### config.mk
export PLATFORM = sky130hd
export DESIGN_NAME = fsm_cmd_arbiter
export DESIGN_NICKNAME = d
export VERILOG_FILES = /design/src/rtl/fsm_cmd_arbiter.sv
export SDC_FILE = /design/constraint.sdc
export NUM_CORES = 1
export LEC_CHECK = 0
export CAP_MARGIN = 20
export CORE_UTILIZATION = 44
export CTS_BUF_LIST = sky130_fd_sc_hd__clkbuf_8
export DETAILED_ROUTE_END_ITERATION = 12
export PLACE_DENSITY = 0.79
export SETUP_SLACK_MARGIN = 0.15
export SYNTH_ARGS = -nofsm -noshare
export SYNTH_HDL_FRONTEND = slang
export SYNTH_SLANG_ARGS = --single-unit
export TNS_END_PERCENT = 5
### constraint.sdc
create_clock -name clk -period 2.1 [get_ports clk]
set_clock_uncertainty 0.05 [all_clocks]
set_input_delay 0.21 -clock clk [delete_from_list [all_inputs] [get_ports clk]]
set_output_delay 0.21 -clock clk [all_outputs]
set_load 0.03 [all_outputs]
### src/rtl/fsm_cmd_arbiter.sv
// Round-robin arbiter that time-shares the command input of one FSM among NUM_REQ requesters.
// One command is in flight at a time: hold on fsm_in, settle, sample fsm_out, return it.
module fsm_cmd_arbiter #(
    parameter int                   NUM_REQ       = 4,
    parameter int                   CMD_WIDTH     = 2,
    parameter int                   OUT_WIDTH     = 2,
    parameter logic [CMD_WIDTH-1:0] IDLE_CMD      = 2'h3,
    parameter int                   HOLD_CYCLES   = 1,
    parameter int                   SETTLE_CYCLES = 1
) (
    input  logic                         clk,
    input  logic                         rst_n,
    input  logic [NUM_REQ-1:0]           req_valid,
    input  logic [NUM_REQ*CMD_WIDTH-1:0] req_cmd,
    output logic [NUM_REQ-1:0]           req_ready,
    output logic [CMD_WIDTH-1:0]         fsm_in,
    input  logic [OUT_WIDTH-1:0]         fsm_out,
    output logic                         rsp_valid,
    output logic [$clog2(NUM_REQ)-1:0]   rsp_id,
    output logic [OUT_WIDTH-1:0]         rsp_data,
    input  logic                         rsp_ready,
    output logic                         busy
);

    localparam int ID_W    = $clog2(NUM_REQ);
    localparam int CNT_MAX = (HOLD_CYCLES > SETTLE_CYCLES) ? HOLD_CYCLES : SETTLE_CYCLES;
    localparam int CNT_W   = $clog2(CNT_MAX + 1);

    localparam logic [CNT_W-1:0] HOLD_LOAD   = CNT_W'(HOLD_CYCLES - 1);
    localparam logic [CNT_W-1:0] SETTLE_LOAD = CNT_W'(SETTLE_CYCLES - 1);
    localparam logic [ID_W:0]    NUM_REQ_W   = (ID_W + 1)'(NUM_REQ);
    localparam logic [ID_W-1:0]  LAST_ID     = ID_W'(NUM_REQ - 1);

    // Handshakes: a transfer happens in a cycle where valid and ready are both high.
    // req_ready is only ever raised in IDLE; rsp_valid holds with stable id/data until rsp_ready.
    typedef enum logic [1:0] {
        IDLE   = 2'd0,
        ISSUE  = 2'd1,
        SETTLE = 2'd2,
        RESP   = 2'd3
    } state_t;

    state_t           state;
    state_t           state_nxt;
    logic [CNT_W-1:0] cnt;
    logic [CNT_W-1:0] cnt_nxt;
    logic [ID_W-1:0]  rr_ptr;
    logic [ID_W-1:0]  rr_ptr_nxt;
    logic [ID_W-1:0]  win_id;
    logic [ID_W:0]    scan_idx;
    logic             win_found;
    logic             accept;
    logic             hold_done;
    logic             capture;

    // Scan upward from rr_ptr, wrapping modulo NUM_REQ; first valid requester wins.
    always_comb begin
        win_found = 1'b0;
        win_id    = '0;
        scan_idx  = '0;
        for (int k = 0; k < NUM_REQ; k++) begin
            scan_idx = {1'b0, rr_ptr} + (ID_W + 1)'(k);
            if (scan_idx >= NUM_REQ_W) begin
                scan_idx = scan_idx - NUM_REQ_W;
            end
            if (!win_found && req_valid[scan_idx[ID_W-1:0]]) begin
                win_found = 1'b1;
                win_id    = scan_idx[ID_W-1:0];
            end
        end
    end

    assign accept     = (state == IDLE) && win_found;
    assign rr_ptr_nxt = (win_id == LAST_ID) ? '0 : win_id + ID_W'(1);

    always_comb begin
        req_ready = '0;
        if (accept && rst_n) begin
            req_ready[win_id] = 1'b1;
        end
    end

    always_comb begin
        state_nxt = state;
        cnt_nxt   = cnt;
        hold_done = 1'b0;
        capture   = 1'b0;
        case (state)
            IDLE: begin
                if (win_found) begin
                    state_nxt = ISSUE;
                    cnt_nxt   = HOLD_LOAD;
                end
            end
            ISSUE: begin
                if (cnt == '0) begin
                    state_nxt = SETTLE;
                    cnt_nxt   = SETTLE_LOAD;
                    hold_done = 1'b1;
                end else begin
                    cnt_nxt = cnt - CNT_W'(1);
                end
            end
            SETTLE: begin
                if (cnt == '0) begin
                    state_nxt = RESP;
                    capture   = 1'b1;
                end else begin
                    cnt_nxt = cnt - CNT_W'(1);
                end
            end
            RESP: begin
                if (rsp_ready) begin
                    state_nxt = IDLE;
                end
            end
            default: state_nxt = IDLE;
        endcase
    end

    always_ff @(posedge clk or negedge rst_n) begin
        if (!rst_n) begin
            state <= IDLE;
            cnt   <= '0;
        end else begin
            state <= state_nxt;
            cnt   <= cnt_nxt;
        end
    end

    // fsm_in doubles as the command latch: loaded on accept, parked at IDLE_CMD after the hold.
    always_ff @(posedge clk or negedge rst_n) begin
        if (!rst_n) begin
            rr_ptr   <= '0;
            fsm_in   <= IDLE_CMD;
            rsp_id   <= '0;
            rsp_data <= '0;
        end else begin
            if (accept) begin
                fsm_in <= req_cmd[win_id*CMD_WIDTH +: CMD_WIDTH];
                rsp_id <= win_id;
                rr_ptr <= rr_ptr_nxt;
            end
            if (hold_done) begin
                fsm_in <= IDLE_CMD;
            end
            if (capture) begin
                rsp_data <= fsm_out;
            end
        end
    end

    assign rsp_valid = (state == RESP);
    assign busy      = (state != IDLE);

endmodule

; Word-level counts from Yosys, hierarchy flattened
; Index checks and enable logic that the tools add are counted.
; Widths: inputs -> output; s select.
[op_classes]
n_lt_le_gt_ge = 10
n_shift = 1
n_mux = 37
div_mod_pow = 0
bitwise = 0
eq_ne = 8
add_sub_neg = 9
multipliers = 0
reduce_logical = 16
[ops]
columns = cell, count
row1 = $mux 2, 15
row2 = $lt 2x3->1 const B, 5
row3 = $mux 1, 14
row4 = $ge 3x3->1 const B, 3
row5 = $bmux 1 s2, 4
row6 = $pmux 2 s4, 1
row7 = $shiftx 8x4->2, 1
row8 = $sub 2x1->2 const B, 4
row9 = $add 2x2->3 const B, 2
row10 = $eq 2x2->1 const B, 3
row11 = $logic_and 1x1->1, 6
row12 = $ne 2x2->1 const B, 3
row13 = $reduce_bool 2->1, 3
row14 = $mux 4, 1
row15 = $reduce_and 4->1, 1
row16 = $add 2x1->3 const B, 1
row17 = $ge 2x3->1 const B, 1
row18 = $logic_not 1->1, 3
row19 = $add 2x1->2 const B, 1
row20 = $demux 1 s2, 1
row21 = $eq 2x1->1 const B, 1
row22 = $ge 2x1->1 const B, 1
row23 = $logic_not 2->1, 1
row24 = $ne 2x1->1 const B, 1
row25 = other kinds (4), 4
[word_totals]
wordCells = 87
ram_bits = 0
inputBits = 17
regBits = 11
n_memories = 0
output_inout_bits = 12
romBits = 0
latchBits = 0

; Logic depth before layout (Yosys ltp)
; Gate-level depths: netlist (run 1).
[depth]
word_depth = 19
depth_mapped = 6
mapped_depth_nobuf = 6

; Least setup slack after synthesis (run 1)
; OpenSTA, ideal clock, no wires.
[synth_timing]
path_kind = register -> output
start = register rr_ptr[1]
end = output req_ready[1]
arrival_ns = 1.570
path_stages_with_launch = 6
path_buffers = 0
setup_slack_ns = 0.270
required_ns = 1.840
cell_sequence = dfrtp_1 > mux2_4 > o221ai_4 > inv_1 > ha_1 > and3_1
[synth_between]
elab_chain_len = 19
word_cells_on_any_way = 45
cone_classes = add/sub (7) / order compare (6) / mux (23) / reduce/logical (9)
[synth_rtl]
columns = element, line
row1 = "start, declared", 47  ; logic [ID_W-1:0] rr_ptr;
row2 = "start signal, assigned", 142  ; rr_ptr <= rr_ptr_nxt;
row3 = branches (longest 13 deep; another with $add 2x1->3), -
row4 = $mux 2 (*), 66  ; if (!win_found && req_valid[scan_idx[ID_W-1:0]]) begin
row5 = named net win_id[0], 49  ; logic [ID_W-1:0] win_id;
row6 = $lt 2x3->1 (implied by the code) or $ge 2x1->1 (tied branches), 79  ; req_ready[win_id] = 1'b1;
row7 = $logic_and 1x1->1 (implied by the code), 79
row8 = $mux 1 (implied by the code), 79
row9 = $demux 1 s2 (*), 79
row10 = $mux 4 (*), 78  ; if (accept && rst_n) begin
row11 = "end, declared", 15  ; output logic [NUM_REQ-1:0] req_ready,
; Mark *: on every way through the listed nets, which the timed path passes. The select of a mux whose other input is x is not followed.

; Worst setup path after layout (run 1)
[layout_timing]
start = register rr_ptr[1]
end = output req_ready[2]
[layout_between]
elab_chain_len = 19
word_cells_on_any_way = 45
cone_classes = add/sub (7) / order compare (6) / mux (23) / reduce/logical (9)
[layout_rtl]
columns = element, line
row1 = branches (longest 18 deep; another with $add 2x1->3), -
row2 = $mux 4 (*), 78
; Mark *: on every way between the ends. The select of a mux whose other input is x is not followed.

==> reports/qor_table.md, run 1 <==
| Result | This run |
|---|---|
| Mean instance size in the synthesized netlist | 10.0 um^2 |
| Routed wire length per instance | 12.8 um |
| Largest net degree at the start of global routing | 13 |
| Floorplan die area | 1810 um^2 |
| Count of inserted antenna diode cells | 0 |
| Total Wirelength | 1830 um |
| Endpoints failing hold | 0 |
| Normalized max-slew margin | 78.3% |
| Peak supply drop | 0.946 mV |
| Number of rows in the core area | 14 |
| Share of flip-flops with an asynchronous set or reset | 100% |
| HPWL after detailed placement | 1440 um |
| Seq/Total Area, Yosys | 35.0% |
| Area fraction of the dominant cell type after synthesis | 27.7% |
| Number of cell instances on the worst register-to-register path | 7 |
| Worst Tran Pin Value | 324 ps |
| Maximum capacitance violations | 0 |
| Area overhead of the layout relative to synthesis | 74.9% |
| Total negative slack for setup checks | 0 ps |
| Path class of the lowest-slack min-delay path | primary input to async pin |
| Clock tree buffer depth | 2 |
| Count of final setup violators | 0 |
| Library cell used as clock root buffer | sky130_fd_sc_hd__clkbuf_8 |
| Die width | 42.5 um |
| Arrival @ worst endpoint | 1800 ps |
| Top fanout value on the critical path | 6 |
| Count of flip-flops with a built-in enable after synthesis | 0 |
| Placed standard-cell area | 1140 um^2 |
| Detailed-route via count | 711 |
| Vias in the first global route | 733 |
| Nature of the critical path endpoint | output port |
| RePlAce Congestion | 0.768 |
| Post-synthesis instance total | 72 |
| TritonCTS clock tree | yes |
| Wire length of the first global-routing pass | 3130 um |
| Synth area leaders | sky130_fd_sc_hd__dfrtp_1 28%, sky130_fd_sc_hd__ha_1 16%, sky130_fd_sc_hd__dfstp_2 7.3%, sky130_fd_sc_hd__mux2i_1 5.5%, sky130_fd_sc_hd__o221ai_4 3.6% |
| Required time at the worst-slack endpoint | 1840 ps |
| Yosys top cell by area | sky130_fd_sc_hd__dfrtp_1 |
| Core Util, Final | 82.8% |
| Worst-path clk slew | 50 ps |
| Detailed-router iteration count before antenna repair | 2 |
| Final global-route overflow total | 0 |
| Total of hold buffers inserted after clock tree synthesis | 0 |
| RSZ-0062 raised after global routing | true |
| Final ANT Viol Nets | 0 |
| Count of different cell masters after synthesis | 24 |
| Fill count | 101 |
| Fraction of layout cells with a size suffix above 1 | 35.4% |
| Most used standard cells in the synthesized netlist | 9 x sky130_fd_sc_hd__ha_1, 8 x sky130_fd_sc_hd__dfrtp_1, 6 x sky130_fd_sc_hd__inv_1, 6 x sky130_fd_sc_hd__nand2_1 |
| Net Count, Synth | 98 |
| Max Freq | 487 MHz |
| Number of sinks on the clock net | 10 |
| Clock latency on the worst-skew pair | 240 ps |
| Run status | complete, no violations |
| Area of the mapped netlist | 722 um^2 |
| H-Tree Level Count | 1 |
| Most common flop cell mapped by yosys | sky130_fd_sc_hd__dfrtp_1 |
| Pre-CTS setup slack | -506 ps |
| Antenna violations before repair | 0 |
| Avg Vias per Cell | 4.97 |
| P per Cell Area | 1370 nW/um^2 |
| Initial standard-cell utilization of the core | 47.4% |
| Critical Path Source Type | flop |
| Core Area | 1520 um^2 |
| Category of the most critical setup path | flop to output port |
| Final layout net count | 154 |
| DRC violation total after the first TritonRoute iteration | 4 |
| Total I/O pin count | 29 |
| Number of pins with negative max-slew slack in the final report | 0 |
| Number of synthesized register bits | 10 |
| Count of warnings emitted by yosys | 0 |
| Final critical-path setup slack | 44.8 ps |
| TritonCTS buffer count | 3 |
| Post-route design area | 1260 um^2 |
| Dominant cell by count in the synthesized netlist | sky130_fd_sc_hd__ha_1 |
| Post-route DRC violation count | 0 |
| Standby leakage power | 0.635 nW |
| Global-route usage over all layers | 23.7% |
| Vertical die dimension | 42.5 um |
| Final critical path time including I/O delays and setup | 2060 ps |
| Count of buffers inserted at the top-level ports | 28 |
| Period utilization | 97.9% |
logic make-up (layout without fill, tap and decap cells):
group / Yosys count / count (layout) / share of synthesized area (%)
AND/OR/NAND/NOR: 21 / 21 / 16.1
adder cells (fa/ha/maj): 9 / 9 / 15.6
multiplexers: 7 / 7 / 10.7
AO/OA/AOI/OAI: 17 / 17 / 18.2
flip-flops: 10 / 10 / 35.0
buffers and inverters: 8 / 63 / 4.33
worst max-delay path, cell delays in order (launching register included):
cell	delay, ps
sky130_fd_sc_hd__dfrtp_2	430
sky130_fd_sc_hd__mux2_4	330
sky130_fd_sc_hd__o221ai_4	200
sky130_fd_sc_hd__buf_6	150
sky130_fd_sc_hd__ha_1	140
sky130_fd_sc_hd__and3_1	170
sky130_fd_sc_hd__buf_6	130
power by group:
group / switching, W / internal [W] / total (W)
clock: 0.0000695 / 0.000127 / 0.000197
sequential: 0.0000710 / 0.000310 / 0.000381
combinational: 0.000557 / 0.000594 / 0.00115
cell type report:
cell class              count  area (um^2)  share of cell area [%]
clock buffers               3         41.3                    3.27
inverters                   7         27.5                    2.18
well taps                  16         20.0                    1.59
flip-flops and latches     10          254                    20.1
clock inverters             1         3.75                   0.297
multi-input cells          54          449                    35.6
repair buffers             52          467                    37.0
worst paths after layout:
path                                     end  startpoint  slack, ps
worst max-delay path            req_ready[2]   rr_ptr[1]         40
worst min-delay path             rsp_data[0]       rst_n        330
worst max register to register     fsm_in[1]   rr_ptr[1]         70
worst min register to register     rsp_id[1]   rsp_id[1]        430
max in group asynchronous          fsm_in[0]       rst_n       1440
min in group clk                   rsp_id[1]   rsp_id[1]        430
metrics by stage:
| stage | instances | hold slack (ps) | total power (W) |
|---|---|---|---|
| after global placement | 132 | 413 | 0.00138 |
| after global routing | 143 | 351 | 0.00185 |
| after detailed placement | 132 | 421 | 0.00143 |
| after CTS | 143 | 325 | 0.00173 |
| after floorplan | 72 | -136 | 0.000963 |
| final | 143 | 333 | 0.00173 |
what timing repair did:
action,in CTS,in global routing
hold endpoints to repair,0,0
pin swaps,4,4
setup buffers,7,0
gates resized for setup,21,4
setup endpoints to repair,6,7
cloned,0,0
flip-flops by register name, indices dropped and copies added, names as in the netlist:
register	cells
rsp_id	2
fsm_in	2
rsp_data	2
state	2
rr_ptr	2
per-layer routing:
layer / GRT usage [%] / vias up / share of wire (%)
li1: - / 366 / -
met2: 40.3 / 20 / 51
met3: 5.17 / 5 / 3.8
met4: 11.3 / 0 / 2.1
met1: 28.0 / 320 / 43
met5: 0 / - / 0
cells in the final DEF (no fill, tap or decap), types with 5 or more instances in the layout:
cell                              netlist  layout
sky130_fd_sc_hd__o21ai_0                5       5
sky130_fd_sc_hd__dfrtp_1                8       7
sky130_fd_sc_hd__ha_1                   9       9
sky130_fd_sc_hd__a21oi_1                5       5
sky130_fd_sc_hd__clkdlybuf4s50_1        0      21
sky130_fd_sc_hd__nand2_1                6       6
sky130_fd_sc_hd__buf_6                  0       5
sky130_fd_sc_hd__buf_4                  0      22
sky130_fd_sc_hd__inv_1                  6       6
Power figures use the tool's default switching activity.
==> run 2: changes to the inputs <==
--- a/config.mk
+++ b/config.mk
@@ -6,10 +6,10 @@
 export NUM_CORES = 1
 export LEC_CHECK = 0
 export CAP_MARGIN = 20
-export CORE_UTILIZATION = 44
-export CTS_BUF_LIST = sky130_fd_sc_hd__clkbuf_8
+export CORE_UTILIZATION = 42
+export CTS_BUF_LIST = sky130_fd_sc_hd__clkbuf_16
 export DETAILED_ROUTE_END_ITERATION = 12
-export PLACE_DENSITY = 0.79
+export PLACE_DENSITY = 0.76
 export SETUP_SLACK_MARGIN = 0.15
 export SYNTH_ARGS = -nofsm -noshare
 export SYNTH_HDL_FRONTEND = slang
==> reports/qor_table.md, run 2 (same netlist as run 1, synthesis figures left out) <==
| Result | This run |
|---|---|
| Run status | finished, violations left |
| Violated checks | DRC |
| Series of cell instances along the critical path | a21o_1 -> a21oi_2 -> o22a_2 -> clkinv_2 -> buf_6 -> ha_4 -> and3_4 -> buf_6 |
| Normalized max-slew margin | 75.5% |
| Most common cell after layout, fill and taps aside | sky130_fd_sc_hd__clkdlybuf4s50_1 |
| TritonCTS buffer count | 3 |
| RSZ-0062 raised after global routing | true |
| Largest net degree at the start of global routing | 13 |
| Avg Vias per Cell | 5.92 |
| Count of inserted antenna diode cells | 0 |
| Total I/O pin count | 29 |
| TritonCTS clock tree | yes |
| Detailed-route via count | 840 |
| Slowest stage cell on the critical path | sky130_fd_sc_hd__dfrtp_2 |
| Sw frac | 40.8% |
| Total Wirelength | 2710 um |
| Period utilization | 100% |
| Die width | 43.5 um |
| Top cell by count, worst path | sky130_fd_sc_hd__buf_6 |
| DRC violation total after the first TritonRoute iteration | 28 |
| Top fanout value on the critical path | 5 |
| Worst Tran Pin Value | 364 ps |
| HPWL after detailed placement | 1380 um |
| Standby leakage power | 0.633 nW |
| Switching power | 0.000822 W |
| Antenna violations before repair | 0 |
| P per Cell Area | 1480 nW/um^2 |
| Final ANT Viol Nets | 0 |
| Final critical path time including I/O delays and setup | 2100 ps |
| Global-route usage over all layers | 28.3% |
| Post-route DRC violation count | 6 |
| Routed wire length per instance | 19.1 um |
| RePlAce Congestion | 0.819 |
| Detailed-router iteration count before antenna repair | 8 |
| Logic gate share of total power | 64.2% |
| Worst hold-check slack | 368 ps |
| Internal power consumption | 0.00119 W |
| Required time at the worst-slack endpoint | 1840 ps |
| Part of the power in registers | 19.2% |
| Maximum capacitance violations | 0 |
| Worst-path clk slew | 40 ps |
| Number of rows in the core area | 14 |
| Count of buffers inserted at the top-level ports | 28 |
| Wire length of the first global-routing pass | 3840 um |
| Max Freq | 476 MHz |
| Endpoints failing hold | 0 |
| Peak supply drop | 1.00 mV |
| Commonest cells after routing, fill and taps aside | 21 x sky130_fd_sc_hd__clkdlybuf4s50_1, 20 x sky130_fd_sc_hd__buf_4, 7 x sky130_fd_sc_hd__buf_6, 7 x sky130_fd_sc_hd__dfrtp_1, 6 x sky130_fd_sc_hd__nand2_1 |
| Core Area | 1560 um^2 |
| Area overhead of the layout relative to synthesis | 88.6% |
| Final layout net count | 153 |
| Number of pins with negative max-slew slack in the final report | 0 |
| Count of final setup violators | 0 |
| H-Tree Level Count | 1 |
| Category of the most critical setup path | flop to output port |
| Clock latency on the worst-skew pair | 240 ps |
| Clock network power share | 16.6% |
| Vias in the first global route | 839 |
| Highest cell delay on the worst timing path | 440 ps |
| Path class of the lowest-slack min-delay path | primary input to async pin |
| Fraction of layout cells with a size suffix above 1 | 42.9% |
| Number of sinks on the clock net | 10 |
| Critical Path Source Type | flop |
| Arrival @ worst endpoint | 1840 ps |
| Vertical die dimension | 43.5 um |
| Nature of the critical path endpoint | output port |
| Floorplan die area | 1890 um^2 |
| Clock tree buffer depth | 2 |
| Library cell used as clock root buffer | sky130_fd_sc_hd__clkbuf_16 |
| Final global-route overflow total | 0 |
| Core Util, Final | 87.3% |
| Initial standard-cell utilization of the core | 46.3% |
## run 2: final timing paths
| kind | slack, ps | start | cells past startpoint | to |
|---|---|---|---|---|
| min in group clk | 460 | rsp_id[1] | 2 | rsp_id[1] |
| hold reg to reg | 460 | rsp_id[1] | 2 | rsp_id[1] |
| setup / recovery | 0.03 | rr_ptr[1] | 8 | req_ready[0] |
| max in group asynchronous | 1400 | rst_n | 2 | fsm_in[0] |
| setup reg to reg | 60 | rr_ptr[1] | 7 | fsm_in[0] |
| hold / removal | 370 | rst_n | 2 | rsp_id[1] |
## run 2: final cells by class
type / instances / area (um^2)
Inverter: 7 / 27.5
Multi-Input combinational cell: 54 / 512
Tap cell: 16 / 20.0
Clock inverter: 1 / 3.75
Sequential cell: 10 / 254
Fill cell: 70 / 198
Clock buffer: 3 / 75.1
Timing Repair Buffer: 51 / 469
## run 2: routing by layer
layer / vias to the layer above / track usage [%] / part of all wire, %
met4: 0 / 13.8 / 7.3
met3: 31 / 4.17 / 9.1
met2: 61 / 53.0 / 49
met1: 384 / 30.9 / 34
met5: - / 0 / 0
li1: 364 / - / -
## run 2: stage by stage
| step | worst slack [ps] | setup TNS, ps | instance area [um^2] | std cells | power, W |
|---|---|---|---|---|---|
| floorplan | 270 | 0 | 722 | 72 | 0.000963 |
| global placement | -444 | -1370 | 1140 | 132 | 0.00139 |
| detailed placement | -501 | -1540 | 1140 | 132 | 0.00142 |
| CTS | 63.1 | 0 | 1340 | 142 | 0.00191 |
| global route | -29.4 | -71.9 | 1360 | 142 | 0.00212 |
| finish | 0.0299 | 0 | 1360 | 142 | 0.00201 |
## run 2: power groups by stage
stage | combinational [W] | sequential, W | clock (W)
final | 0.00129 | 0.000385 | 0.000334
after global routing | 0.00137 | 0.000397 | 0.000349
after CTS | 0.00119 | 0.000376 | 0.000341
after detailed placement | 0.00105 | 0.000378 | 0
after global placement | 0.00102 | 0.000377 | 0
after floorplan | 0.000475 | 0.000488 | 0
## run 2: what timing repair did
item,in CTS,in global routing
resized for setup,33,8
hold buffers,0,0
buffers inserted,6,0
endpoints found under the setup margin,6,7
pin swaps,8,8
## run 2: critical path: cells and delay by family (launching register included)
kind,cells,cell delay [ps]
flip-flops,1,440
buffers and inverters,3,320
AO/OA/AOI/OAI,3,530
AND/OR/NAND/NOR,1,170
adder cells (fa/ha/maj),1,140
==> run 3: changes to the inputs <==
--- a/config.mk
+++ b/config.mk
@@ -5,7 +5,6 @@
 export SDC_FILE = /design/constraint.sdc
 export NUM_CORES = 1
 export LEC_CHECK = 0
-export CAP_MARGIN = 20
 export CORE_UTILIZATION = 42
 export CTS_BUF_LIST = sky130_fd_sc_hd__clkbuf_16
 export DETAILED_ROUTE_END_ITERATION = 12
==> results of run 3 <==
The final DEF is identical to that of run 2; final timing and power are the same.
